<file path="src/rtl/cpu_control_unit.sv">
// cpu_control_unit: instruction sequencer and decoder for the 8-bit CPU.
// Fetches instruction bytes, decodes them, drives the ALU opcode and the
// register-file strobes, keeps the PC, and tracks the Z/C/V flags used by the
// conditional jumps.
//
// Ports:
//   clk, rst                 clock (rising edge), async active-high reset
//   mem_addr/mem_req         fetch address and request (held until mem_ack)
//   mem_ack/mem_rdata        fetch acknowledge and the byte valid with it
//   alu_op                   ADD=0 SUB=1 AND=2 OR=3 XOR=4
//   alu_result/cout/overflow ALU status, sampled for the flags in EXEC
//   rf_ra/rf_rb/rf_wa        register-file addresses (rd, rs, rd)
//   rf_we/rf_wsel/imm        write strobe, write source (0 ALU, 1 imm), LDI byte
//   flag_z/flag_c/flag_v     condition flags
//   halted/illegal           HALT state indicator, undefined-opcode pulse
module cpu_control_unit #(
    parameter logic [7:0] RESET_PC     = 8'h00,
    parameter bit         ILLEGAL_HALT = 1'b0
) (
    input  logic       clk,
    input  logic       rst,
    output logic [7:0] mem_addr,
    output logic       mem_req,
    input  logic       mem_ack,
    input  logic [7:0] mem_rdata,
    output logic [2:0] alu_op,
    input  logic [7:0] alu_result,
    input  logic       alu_cout,
    input  logic       alu_overflow,
    output logic [1:0] rf_ra,
    output logic [1:0] rf_rb,
    output logic [1:0] rf_wa,
    output logic       rf_we,
    output logic       rf_wsel,
    output logic [7:0] imm,
    output logic       flag_z,
    output logic       flag_c,
    output logic       flag_v,
    output logic       halted,
    output logic       illegal
);

    typedef enum logic [2:0] {
        S_FETCH,
        S_DECODE,
        S_EXEC,
        S_OPERAND,
        S_HALT
    } state_t;

    state_t     state;
    logic [7:0] pc;
    logic [7:0] ir;
    logic [3:0] op;
    logic [3:0] op_m1;

    assign op    = ir[7:4];
    assign op_m1 = op - 4'd1;

    assign rf_ra    = ir[3:2];
    assign rf_rb    = ir[1:0];
    assign rf_wa    = ir[3:2];
    assign mem_addr = pc;

    // The request is decoded from the state and gated by rst so it drops the
    // instant reset is applied and is already up in the first cycle after it.
    assign mem_req = ((state == S_FETCH) || (state == S_OPERAND)) && !rst;

    always_ff @(posedge clk or posedge rst) begin
        if (rst) begin
            state   <= S_FETCH;
            pc      <= RESET_PC;
            ir      <= '0;
            alu_op  <= '0;
            rf_we   <= 1'b0;
            rf_wsel <= 1'b0;
            imm     <= '0;
            flag_z  <= 1'b0;
            flag_c  <= 1'b0;
            flag_v  <= 1'b0;
            halted  <= 1'b0;
            illegal <= 1'b0;
        end else begin
            // Strobes are single-cycle unless re-armed below.
            alu_op  <= '0;
            rf_we   <= 1'b0;
            rf_wsel <= 1'b0;
            illegal <= 1'b0;

            case (state)
                S_FETCH: begin
                    if (mem_ack) begin
                        ir    <= mem_rdata;
                        pc    <= pc + 8'd1;
                        state <= S_DECODE;
                    end
                end

                S_DECODE: begin
                    case (op)
                        4'h0: state <= S_FETCH;
                        4'h1, 4'h2, 4'h3, 4'h4, 4'h5: begin
                            // Outputs for EXEC are armed here so they are
                            // registered and valid for the whole EXEC cycle.
                            alu_op <= op_m1[2:0];
                            rf_we  <= 1'b1;
                            state  <= S_EXEC;
                        end
                        4'h6, 4'h7, 4'h8, 4'h9: state <= S_OPERAND;
                        4'hA: begin
                            halted <= 1'b1;
                            state  <= S_HALT;
                        end
                        default: begin
                            illegal <= 1'b1;
                            if (ILLEGAL_HALT) begin
                                halted <= 1'b1;
                                state  <= S_HALT;
                            end else begin
                                state <= S_FETCH;
                            end
                        end
                    endcase
                end

                // EXEC doubles as the LDI write cycle; flags only move for ALU ops.
                S_EXEC: begin
                    if (op != 4'h6) begin
                        flag_z <= (alu_result == 8'h00);
                        if ((op == 4'h1) || (op == 4'h2)) begin
                            flag_c <= alu_cout;
                            flag_v <= alu_overflow;
                        end else begin
                            flag_c <= 1'b0;
                            flag_v <= 1'b0;
                        end
                    end
                    state <= S_FETCH;
                end

                S_OPERAND: begin
                    if (mem_ack) begin
                        case (op)
                            4'h6: begin
                                imm     <= mem_rdata;
                                rf_we   <= 1'b1;
                                rf_wsel <= 1'b1;
                                pc      <= pc + 8'd1;
                                state   <= S_EXEC;
                            end
                            4'h7: begin
                                pc    <= mem_rdata;
                                state <= S_FETCH;
                            end
                            4'h8: begin
                                pc    <= flag_z ? mem_rdata : pc + 8'd1;
                                state <= S_FETCH;
                            end
                            4'h9: begin
                                pc    <= flag_c ? mem_rdata : pc + 8'd1;
                                state <= S_FETCH;
                            end
                            default: state <= S_FETCH;
                        endcase
                    end
                end

                S_HALT: begin
                    halted <= 1'b1;
                    state  <= S_HALT;
                end

                default: state <= S_FETCH;
            endcase
        end
    end

endmodule

</file>
<file path="config.mk">
export PLATFORM = sky130hd
export DESIGN_NAME = cpu_control_unit
export DESIGN_NICKNAME = d
export VERILOG_FILES = /design/src/rtl/cpu_control_unit.sv
export SDC_FILE = /design/constraint.sdc
export NUM_CORES = 1
export LEC_CHECK = 0
export ABC_AREA = 1
export BUFFER_PORTS_ARGS = -buffer_cell sky130_fd_sc_hd__buf_4
export CAP_MARGIN = 15
export CORE_MARGIN = 5
export CORE_UTILIZATION = 45
export DETAILED_ROUTE_END_ITERATION = 16
export PLACE_DENSITY = 0.72
export SYNTH_ARGS = -nofsm -noshare
export SYNTH_HDL_FRONTEND = slang
export SYNTH_SLANG_ARGS = --single-unit
</file>
<file path="constraint.sdc">
create_clock -name clk -period 2.4 [get_ports clk]
set_input_delay 0.24 -clock clk [delete_from_list [all_inputs] [get_ports clk]]
set_output_delay 0.24 -clock clk [all_outputs]
set_load 0.02 [all_outputs]
</file>
==> run_results.csv, run 1 <==
group,metric,value,unit
power_and_ir_drop,peakVddDrop,0.5769,mV
timing,finalClockSkew,0.002588,ns
clock_tree,cts_root_buf,"clkbuf_8",
floorplan,floorplan.initialDensity,45.60,%
power_and_ir_drop,p_per_area,1215,nW/um2
placement,hpwlAfterDp,3227,um
timing,slew_headroom,60.57,%
logic_synthesis,yosysUniqueCellTypes,30,
timing,finalSetupViolations,0,
route,drc_errors,0,
logic_synthesis,synth_seq_cells,37,
floorplan,die_x,75.73,um
setup_path,arrival,2.03,ns
logic_synthesis,synth-simple-area-share,27.16,%
timing,fin_crit_sh,77.99,%
logic_synthesis,yosysSeqAreaShare,47.62,%
logic_synthesis,muxShareOfSynthArea,0,%
route,routed-via-count,1686,
layout,utilization,57.42,%
floorplan,die_area,5735,um2
setup_path,critPathTopFamily,"compound AO/OA/AOI/OAI gates",
clock_tree,clk_latency,0.28,ns
logic_synthesis,synth_compound_gate_area_share,10.75,%
route,antenna_left,0,
setup_path,start_kind,"flop",
route,drt_pass1_iterations,4,
logic_synthesis,synthAdderAreaFrac,3.218,%
grt,overflow,0,
logic_synthesis,avgSynthCellArea,8.035,um2
placement,gp_congestion,0.8254,
job,maxCapViolations,0,
power_and_ir_drop,p_leak,1.270,nW
layout,n_fill_cell,412,
setup_path,crit_slowest_cell,"dfrtp_1",
clock_tree,post_cts_buffers,0,
timing,max_freq,534.2,MHz
logic_synthesis,netlist_area,1944,um2
setup_path,path_common_cell,"o21ai_0",
clock_tree,clock_sinks,37,
floorplan,ioPinCount,54,
timing,min_period,1.872,ns
logic_synthesis,synth_xor_area_share,1.802,%
placement,post-place-ws,0.5232,ns
setup_path,ff2ff_path_depth,8,
timing,layout_setup_ws,0.5282,ns
floorplan,die_h,75.73,um
outcome,status,"finished, final reports clean",
clock_tree,cts.clk_slew.worst_paths,0.07,ns
logic_synthesis,synth_top_family_by_area,"simple AND/OR/NAND/NOR gates",
layout,finalNonFillerCells,345,
placement,placedCellCount,337,
layout,drive_above_1_share,26.96,%
setup_path,path_cells,"inv_1, ha_1, o21ai_0, o21ai_0, o21ai_2, nand3_1, nand2_1, o21ai_0",
timing,hold_slack,0.06692,ns
placement,io_buffers,53,
grt,grt_pass1_vias,1505,
route,wl_per_cell,12.23,um
route,via_per_inst,4.887,
grt,grt_first_pass_wirelength,6941,um
layout,nets,318,
grt,antenna_found_initial,0,
logic_synthesis,synth_warnings,0,
timing,hold_violations,0,
setup_path,cp_num_buf_inv,1,
timing,drv_slew,0,
clock_tree,cts_tree,"built",
grt,grt_usage,15.63,%
floorplan,fp-row-count,24,
clock_tree,cts_buffer_depth,2,
timing,max_slew.worst_pin.slew,0.5898,ns
hold_path,hp-class,"input port to asynchronous set/reset pin",
clock_tree,hold_buffers,0,
clock_tree,cts_buffers,5,
route,wl,4219,um
setup_path,setup.worst_path.class,"flop to flop",
setup_path,crit_path_end_kind,"flop",
logic_synthesis,synth_fp_nets,268,
logic_synthesis,syn_inst,242,
setup_path,worstPathRequired,2.56,ns
setup_path,crit_path_max_fanout,5,
layout,num_antenna_cells,0,
clock_tree,cts_resized,0,
route,drt_iter0_markers,125,
clock_tree,h-tree-depth,2,
timing,fin_tns_setup,0,ns
timing,rsz0062_at_grt,"no",
setup_path,max_stage_delay,0.39,ns
setup_path,path_depth,8,
layout,syn2layout_area_growth,25.93,%
grt,grt_max_degree,38,
floorplan,core-area,4264,um2
[layout by cell type, fill, tap and decap left out]
| master | count |
|---|---|
| nand2_2 | 2 |
| clkbuf_8 | 6 |
| nand3_1 | 19 |
| o21ai_1 | 7 |
| nor4_1 | 3 |
| inv_2 | 6 |
| nor2_1 | 25 |
| a31o_2 | 1 |
| o21ai_2 | 1 |
| nor2_2 | 3 |
| a21bo_2 | 1 |
| nand3b_1 | 1 |
| xnor2_1 | 3 |
| bufinv_16 | 1 |
| inv_1 | 20 |
| nand2_1 | 64 |
| ha_1 | 5 |
| buf_4 | 54 |
| a21oi_1 | 4 |
| or2_2 | 1 |
| dfrtp_1 | 37 |
| nor4_2 | 1 |
| xor2_1 | 1 |
| nor2_4 | 2 |
| a31oi_1 | 2 |
| clkinv_1 | 1 |
| o21bai_1 | 1 |
| a21boi_0 | 1 |
| o21ai_0 | 18 |
| a32oi_1 | 1 |
| clkbuf_1 | 1 |
[cell usage after synthesis, drive strengths merged]
cell type  number  share of area, %
nand2          66                13
dfrtp          37                48
nor2           30               6.9
inv            26               5.0
o21ai          26               6.9
nand3          19               4.9
buf             9               3.9
ha              5               3.2
a21oi           4               1.0
nor4            4               1.6
xnor2           3               1.4
a31oi           2              0.64
clkbuf          2              0.39
a21bo           1              0.51
a21boi          1              0.39
a31o            1              0.45
a32oi           1              0.45
clkinv          1              0.19
nand3b          1              0.39
o21bai          1              0.39
or2             1              0.32
xor2            1              0.45
[metal layers]
metal	vias to the layer above	GRT usage (%)	part of all wire [%]
li1	865	-	-
met1	781	23.70	49
met2	38	22.53	46
met3	2	2.902	4.6
met4	0	4.660	0.50
met5	-	0	0
[state kept, by name (all words and copies together), names as in the netlist]
name,cells
ir,8
rf_wsel,1
imm,8
illegal,1
flag_v,1
flag_c,1
alu_op,3
rf_we,1
halted,1
flag_z,1
state,3
mem_addr,8
[where the power goes]
part,internal (W),switching [W]
logic,0.000546,0.000842
clock network,0.000339,0.000209
registers,0.000838,0.000201
total,0.00172,0.00125
[cell families after synthesis]
| group | count (synthesis) |
|---|---|
| xor+xnor | 4 |
| compound gates | 37 |
| buf+inv | 38 |
| simple gates | 121 |
| fa+ha+maj | 5 |
| flops | 37 |
[worst register-to-register path: cells and delay by family, from the launching register on]
kind,cells,cell delay (ns)
compound gates,4,0.81
flops,1,0.39
fa+ha+maj,1,0.25
simple gates,2,0.22
buf+inv,1,0.09
[worst paths after layout]
check / from / slack, ns / endpoint
min: rst / 0.07 / mem_addr[6]$_DFFE_PP0P_
min in group clk: mem_ack / 0.18 / state[0]$_DFFE_PP0P_
max in group asynchronous: rst / 2.00 / mem_addr[1]$_DFFE_PP0P_
max: ir[5]$_DFFE_PP0P_ / 0.53 / state[1]$_DFFE_PP0P_
min reg2reg: imm[4]$_DFFE_PP0P_ / 0.47 / imm[4]$_DFFE_PP0P_
max reg2reg: ir[5]$_DFFE_PP0P_ / 0.53 / state[1]$_DFFE_PP0P_
[stage by stage]
stage	power (W)	instance area [um2]
finish	0.002976	2449
global route	0.003207	2449
CTS	0.003003	2449
detailed placement	0.002438	2332
global placement	0.002427	2332
floorplan	0.002028	1944
[final cells by class]
cell class | instances | area [um2] | share of cell area (%)
flip-flops and latches | 37 | 925.9 | 37.81
multi-input cells | 167 | 834.6 | 34.08
repair buffers | 54 | 405.4 | 16.56
inverters | 27 | 101.3 | 4.139
clock buffers | 7 | 86.33 | 3.526
well taps | 52 | 65.06 | 2.657
clock inverters | 1 | 30.03 | 1.226
Power figures use the tool's default switching activity.
==> run 2: changes to the inputs <==
--- a/config.mk
+++ b/config.mk
@@ -11,7 +11,7 @@
 export CORE_MARGIN = 5
 export CORE_UTILIZATION = 45
 export DETAILED_ROUTE_END_ITERATION = 16
-export PLACE_DENSITY = 0.72
+export PLACE_DENSITY = 0.75
 export SYNTH_ARGS = -nofsm -noshare
 export SYNTH_HDL_FRONTEND = slang
 export SYNTH_SLANG_ARGS = --single-unit
==> constraint.sdc (replaced) <==
create_clock -name clk -period 1.7 [get_ports clk]
set_input_delay 0.17 -clock clk [delete_from_list [all_inputs] [get_ports clk]]
set_output_delay 0.17 -clock clk [all_outputs]
set_load 0.02 [all_outputs]
==> run_results.csv, run 2 (synthesis gave the netlist of run 1 again) <==
group,metric,value,unit
timing,finalClockSkew,0.01101,ns
clock_tree,cts_root_buf,"clkbuf_8",
timing,max_slew.worst_pin.slew,0.4890,ns
layout,syn2layout_area_growth,30.63,%
grt,grt_pass1_vias,1635,
clock_tree,h-tree-depth,2,
grt,grt_use_met2,24.54,%
layout,layout_common_cells,"nand2_1, buf_4, dfrtp_1",
route,drt_pass1_iterations,4,
outcome,violations,"negative hold slack",
timing,slew_headroom,67.13,%
placement,io_buffers,53,
job,maxCapViolations,0,
setup_path,worstPathRequired,1.89,ns
clock_tree,cts_buffers,5,
setup_path,regToRegSetupSlack,0.15,ns
route,wl,4404,um
timing,hold_slack,-0.007593,ns
setup_path,start_kind,"flop",
timing,finalSetupViolations,0,
clock_tree,post_cts_buffers,0,
layout,nets,324,
floorplan,ioPinCount,54,
floorplan,die_h,75.73,um
power_and_ir_drop,p_per_area,1708,nW/um2
layout,finalNonFillerCells,350,
grt,grt_first_pass_wirelength,7286,um
clock_tree,clk_latency,0.29,ns
clock_tree,clock_sinks,37,
setup_path,arrival,1.74,ns
grt,grt_use_met3,4.354,%
placement,hpwlAfterDp,3372,um
setup_path,setup.worst_path.class,"flop to flop",
route,drt_iter0_markers,82,
setup_path,worstReg2RegEnd,"mem_addr[7]$_DFFE_PP0P_",
layout,n_fill_cell,404,
timing,hold_violations,17,
route,routed-via-count,1724,
route,drc_errors,0,
timing,min_period,1.553,ns
setup_path,reg2reg_from,"ir[4]$_DFFE_PP0P_",
clock_tree,cts.clk_slew.worst_paths,0.07,ns
layout,mostFrequentLayoutCell,"nand2_1",
timing,drv_slew,0,
setup_path,crit_path_end_kind,"flop",
placement,gp_congestion,0.8027,
power_and_ir_drop,p_leak,1.301,nW
clock_tree,hold_buffers,0,
timing,max_freq,643.8,MHz
layout,num_antenna_cells,0,
clock_tree,cts_tree,"built",
route,wl_per_cell,12.58,um
floorplan,core-area,4264,um2
grt,overflow,0,
floorplan,die_area,5735,um2
grt,met1_usage,23.22,%
route,via_per_inst,4.926,
layout,fin_area,2540,um2
hold_path,hp-class,"input port to asynchronous set/reset pin",
placement,place_area,2377,um2
grt,antenna_found_initial,0,
floorplan,floorplan.initialDensity,45.60,%
layout,drive_above_1_share,31.21,%
setup_path,ff2ff_path_depth,11,
clock_tree,cts_buffer_depth,2,
outcome,status,"complete, but fails checks",
route,antenna_left,0,
floorplan,fp-row-count,24,
timing,fin_crit_sh,91.37,%
placement,placedCellCount,343,
setup_path,crit_path_max_fanout,12,
floorplan,die_x,75.73,um
power_and_ir_drop,peakVddDrop,0.6867,mV
grt,busiest_layer,"met2",
grt,grt_usage,16.62,%
grt,grt_max_degree,38,
-- run 2: worst max path at each step --
stage | start | end | slack, ns
4_1_cts | ir[4]$_DFFE_PP0P_ | mem_addr[7]$_DFFE_PP0P_ | 0.004
3_5_place_dp | ir[4]$_DFFE_PP0P_ | mem_addr[7]$_DFFE_PP0P_ | -0.05
5_1_grt | ir[5]$_DFFE_PP0P_ | mem_addr[4]$_DFFE_PP0P_ | -0.005
2_1_floorplan | ir[4]$_DFFE_PP0P_ | state[1]$_DFFE_PP0P_ | 0.15
3_3_place_gp | ir[4]$_DFFE_PP0P_ | mem_addr[7]$_DFFE_PP0P_ | -0.008
6_report | ir[4]$_DFFE_PP0P_ | mem_addr[7]$_DFFE_PP0P_ | 0.15
-- run 2: area by class of cell --
class                   instances  area (um2)  area share (%)
multi-input cells             167       884.6           34.83
clock inverters                 2       35.03           1.379
repair buffers                 60       450.4           17.73
clock buffers                   5       68.82           2.709
flip-flops and latches         37       927.1           36.50
well taps                      52       65.06           2.562
inverters                      27       108.9           4.286
-- run 2: stage by stage --
| step | power, W | util [%] | setup WS [ns] | TNS [ns] |
|---|---|---|---|---|
| global placement | 0.003473 | 55.75 | -0.007765 | -0.007765 |
| floorplan | 0.002863 | - | 0.1542 | 0 |
| detailed placement | 0.003521 | 55.75 | -0.04513 | -0.1002 |
| CTS | 0.004292 | 58.30 | 0.003908 | 0 |
| finish | 0.004337 | 59.57 | 0.1467 | 0 |
| global route | 0.004681 | 59.57 | -0.005352 | -0.005352 |
-- run 2: worst max-delay path: stages (launching register included) --
cell,delay [ns]
dfrtp_2,0.46
inv_4,0.11
ha_4,0.16
nand3_2,0.10
nand2_1,0.10
clkinv_1,0.05
nand3_1,0.08
nand2_2,0.09
clkinv_4,0.10
nand2_1,0.06
nor2_1,0.09
nor2_1,0.05
-- run 2: layer usage --
metal	part of all wire [%]	vias up	wire length, um
met5	0	-	0
met4	2.2	0	97
met3	6.0	11	265
met2	47	45	2077
met1	45	790	1962
li1	-	878	-
-- run 2: repair_timing --
item | in CTS | in global routing
pin swaps | 0 | 1
cloned | 0 | 0
setup endpoints to repair | 5 | 24
gates resized for setup | 2 | 14
-- run 2: power by group --
group,internal (W),switching (W)
registers,0.00119,0.000308
logic,0.000876,0.00123
clock network,0.000426,0.000309
==> run 3: changes to the inputs <==
--- a/config.mk
+++ b/config.mk
@@ -8,7 +8,6 @@
 export ABC_AREA = 1
 export BUFFER_PORTS_ARGS = -buffer_cell sky130_fd_sc_hd__buf_4
 export CAP_MARGIN = 15
-export CORE_MARGIN = 5
 export CORE_UTILIZATION = 45
 export DETAILED_ROUTE_END_ITERATION = 16
 export PLACE_DENSITY = 0.75
==> run_results.csv, run 3 (synthesis gave the netlist of run 1 again) <==
group,metric,value,unit
timing,fin_tns_setup,0,ns
power_and_ir_drop,clock_power_share,17.0,%
layout,drive_above_1_share,33.66,%
floorplan,core-area,4086,um2
placement,io_buffers,53,
floorplan,floorplan.initialDensity,47.58,%
setup_path,worstReg2RegEnd,"state[1]$_DFFE_PP0P_",
grt,grt_max_degree,38,
layout,layout_common_cells,"nand2_1, buf_4, dfrtp_1",
hold_path,hp-class,"input port to asynchronous set/reset pin",
setup_path,start_kind,"flop",
route,wl,4491,um
grt,grt_first_pass_wirelength,6858,um
setup_path,ff2ff_path_depth,8,
setup_path,worstPathRequired,1.88,ns
clock_tree,cts_tree,"built",
route,drc_errors,0,
timing,min_period,1.667,ns
floorplan,ioPinCount,54,
setup_path,path_common_cell,"o21ai_0",
setup_path,max_stage_delay,0.41,ns
power_and_ir_drop,p_per_area,1732,nW/um2
clock_tree,cts_buffer_depth,2,
power_and_ir_drop,p_leak,1.330,nW
floorplan,die_x,67.73,um
clock_tree,clk_latency,0.29,ns
setup_path,path_cells,"buf_4, ha_4, o21ai_0, o21ai_0, o21ai_2, nand3_1, nand2_1, o21ai_0",
power_and_ir_drop,p_sw,0.001962,W
setup_path,critPathTopFamily,"compound AO/OA/AOI/OAI gates",
floorplan,die_area,4587,um2
placement,gp_congestion,0.8546,
job,maxCapViolations,0,
power_and_ir_drop,pwr-share-comb,50.2,%
timing,hold_slack,-0.01030,ns
layout,syn2layout_area_growth,35.14,%
layout,n_fill_cell,356,
route,drt_iter0_markers,93,
route,routed-via-count,1747,
timing,drv_slew,0,
timing,hold_violations,29,
timing,max_freq,599.9,MHz
setup_path,arrival,1.84,ns
setup_path,cp_num_buf_inv,1,
setup_path,regToRegSetupSlack,0.03,ns
floorplan,fp-row-count,23,
placement,hpwlAfterDp,3178,um
setup_path,crit_path_max_fanout,4,
clock_tree,h-tree-depth,2,
timing,finalSetupViolations,0,
setup_path,reg2reg_from,"ir[5]$_DFFE_PP0P_",
grt,grt_usage,20.04,%
grt,antenna_found_initial,0,
grt,grt_pass1_vias,1537,
layout,finalNonFillerCells,353,
layout,num_antenna_cells,0,
power_and_ir_drop,peakVddDrop,0.7260,mV
grt,overflow,0,
power_and_ir_drop,swShare,43.12,%
layout,utilization,64.30,%
setup_path,crit_slowest_cell,"dfrtp_1",
clock_tree,cts.clk_slew.worst_paths,0.08,ns
layout,nets,328,
clock_tree,cts_root_buf,"clkbuf_8",
timing,slew_headroom,69.65,%
clock_tree,clock_sinks,37,
clock_tree,cts_buffers,5,
timing,fin_crit_sh,98.06,%
outcome,violations,"negative hold slack",
power_and_ir_drop,p_int,0.002588,W
placement,placedCellCount,342,
route,via_per_inst,4.949,
route,antenna_left,0,
route,wl_per_cell,12.72,um
timing,max_slew.worst_pin.slew,0.4552,ns
outcome,status,"complete, but fails checks",
floorplan,die_h,67.73,um
timing,finalClockSkew,0.01184,ns
power_and_ir_drop,p_seq_share,32.8,%
route,drt_pass1_iterations,4,
setup_path,crit_path_end_kind,"flop",
setup_path,setup.worst_path.class,"flop to flop",
-- run 3: worst reg2reg max path, stage by stage, from the launching register on --
cell and delay (ns):
dfrtp_1 0.41, buf_4 0.15, ha_4 0.17, o21ai_0 0.26, o21ai_0 0.17, o21ai_2 0.18
nand3_1 0.09, nand2_1 0.06, o21ai_0 0.07
-- run 3: worst max-delay path by stage --
| stage | from | cells after the start | end | slack (ns) |
|---|---|---|---|---|
| after floorplan | ir[4]$_DFFE_PP0P_ | 8 | state[1]$_DFFE_PP0P_ | 0.15 |
| after global placement | ir[4]$_DFFE_PP0P_ | 11 | mem_addr[7]$_DFFE_PP0P_ | 0.009 |
| after detailed placement | ir[4]$_DFFE_PP0P_ | 11 | mem_addr[7]$_DFFE_PP0P_ | -0.03 |
| after CTS | ir[4]$_DFFE_PP0P_ | 9 | mem_addr[2]$_DFFE_PP0P_ | 0.002 |
| after global routing | ir[5]$_DFFE_PP0P_ | 8 | state[1]$_DFFE_PP0P_ | -0.05 |
| final | ir[5]$_DFFE_PP0P_ | 8 | state[1]$_DFFE_PP0P_ | 0.03 |
-- run 3: power by group through the flow --
stage	Clock, W	Sequential [W]	Combinational, W
after global routing	0.000831	0.00154	0.00254
after floorplan	0	0.00162	0.00124
after detailed placement	0	0.00147	0.00205
final	0.000773	0.00149	0.00228
after CTS	0.000786	0.00146	0.00206
after global placement	0	0.00147	0.00201
-- run 3: area by class of cell --
| type | instances | area (um2) | share of cell area [%] |
|---|---|---|---|
| clock buffers | 5 | 68.82 | 2.619 |
| repair buffers | 64 | 480.5 | 18.29 |
| flip-flops and latches | 37 | 927.1 | 35.29 |
| multi-input cells | 167 | 933.4 | 35.52 |
| clock inverters | 3 | 46.29 | 1.762 |
| well taps | 50 | 62.56 | 2.381 |
| inverters | 27 | 108.9 | 4.143 |
-- run 3: repair_timing --
item                       4_1_cts  5_1_grt
setup endpoints to repair        5       25
gates resized for setup          2       22
buffers inserted                 0        3
pin swaps                        0        4
hold buffers                     0        0
hold endpoints to repair         0        0
-- run 3: per-stage QoR --
stage / area (um2) / power [W] / worst slack (ns)
2_1_floorplan: 1944 / 0.002863 / 0.1542
3_5_place_dp: 2382 / 0.003514 / -0.03257
4_1_cts: 2502 / 0.004303 / 0.002113
3_3_place_gp: 2382 / 0.003479 / 0.009256
5_1_grt: 2628 / 0.004910 / -0.04745
6_report: 2628 / 0.004550 / 0.03296
-- run 3: per-layer routing --
layer / GRT usage [%] / vias up / part of all wire (%)
li1: - / 890 / -
met2: 30.69 / 46 / 48
met4: 7.181 / 0 / 1.6
met1: 28.27 / 804 / 47
met3: 3.209 / 7 / 4.0
met5: 0 / - / 0
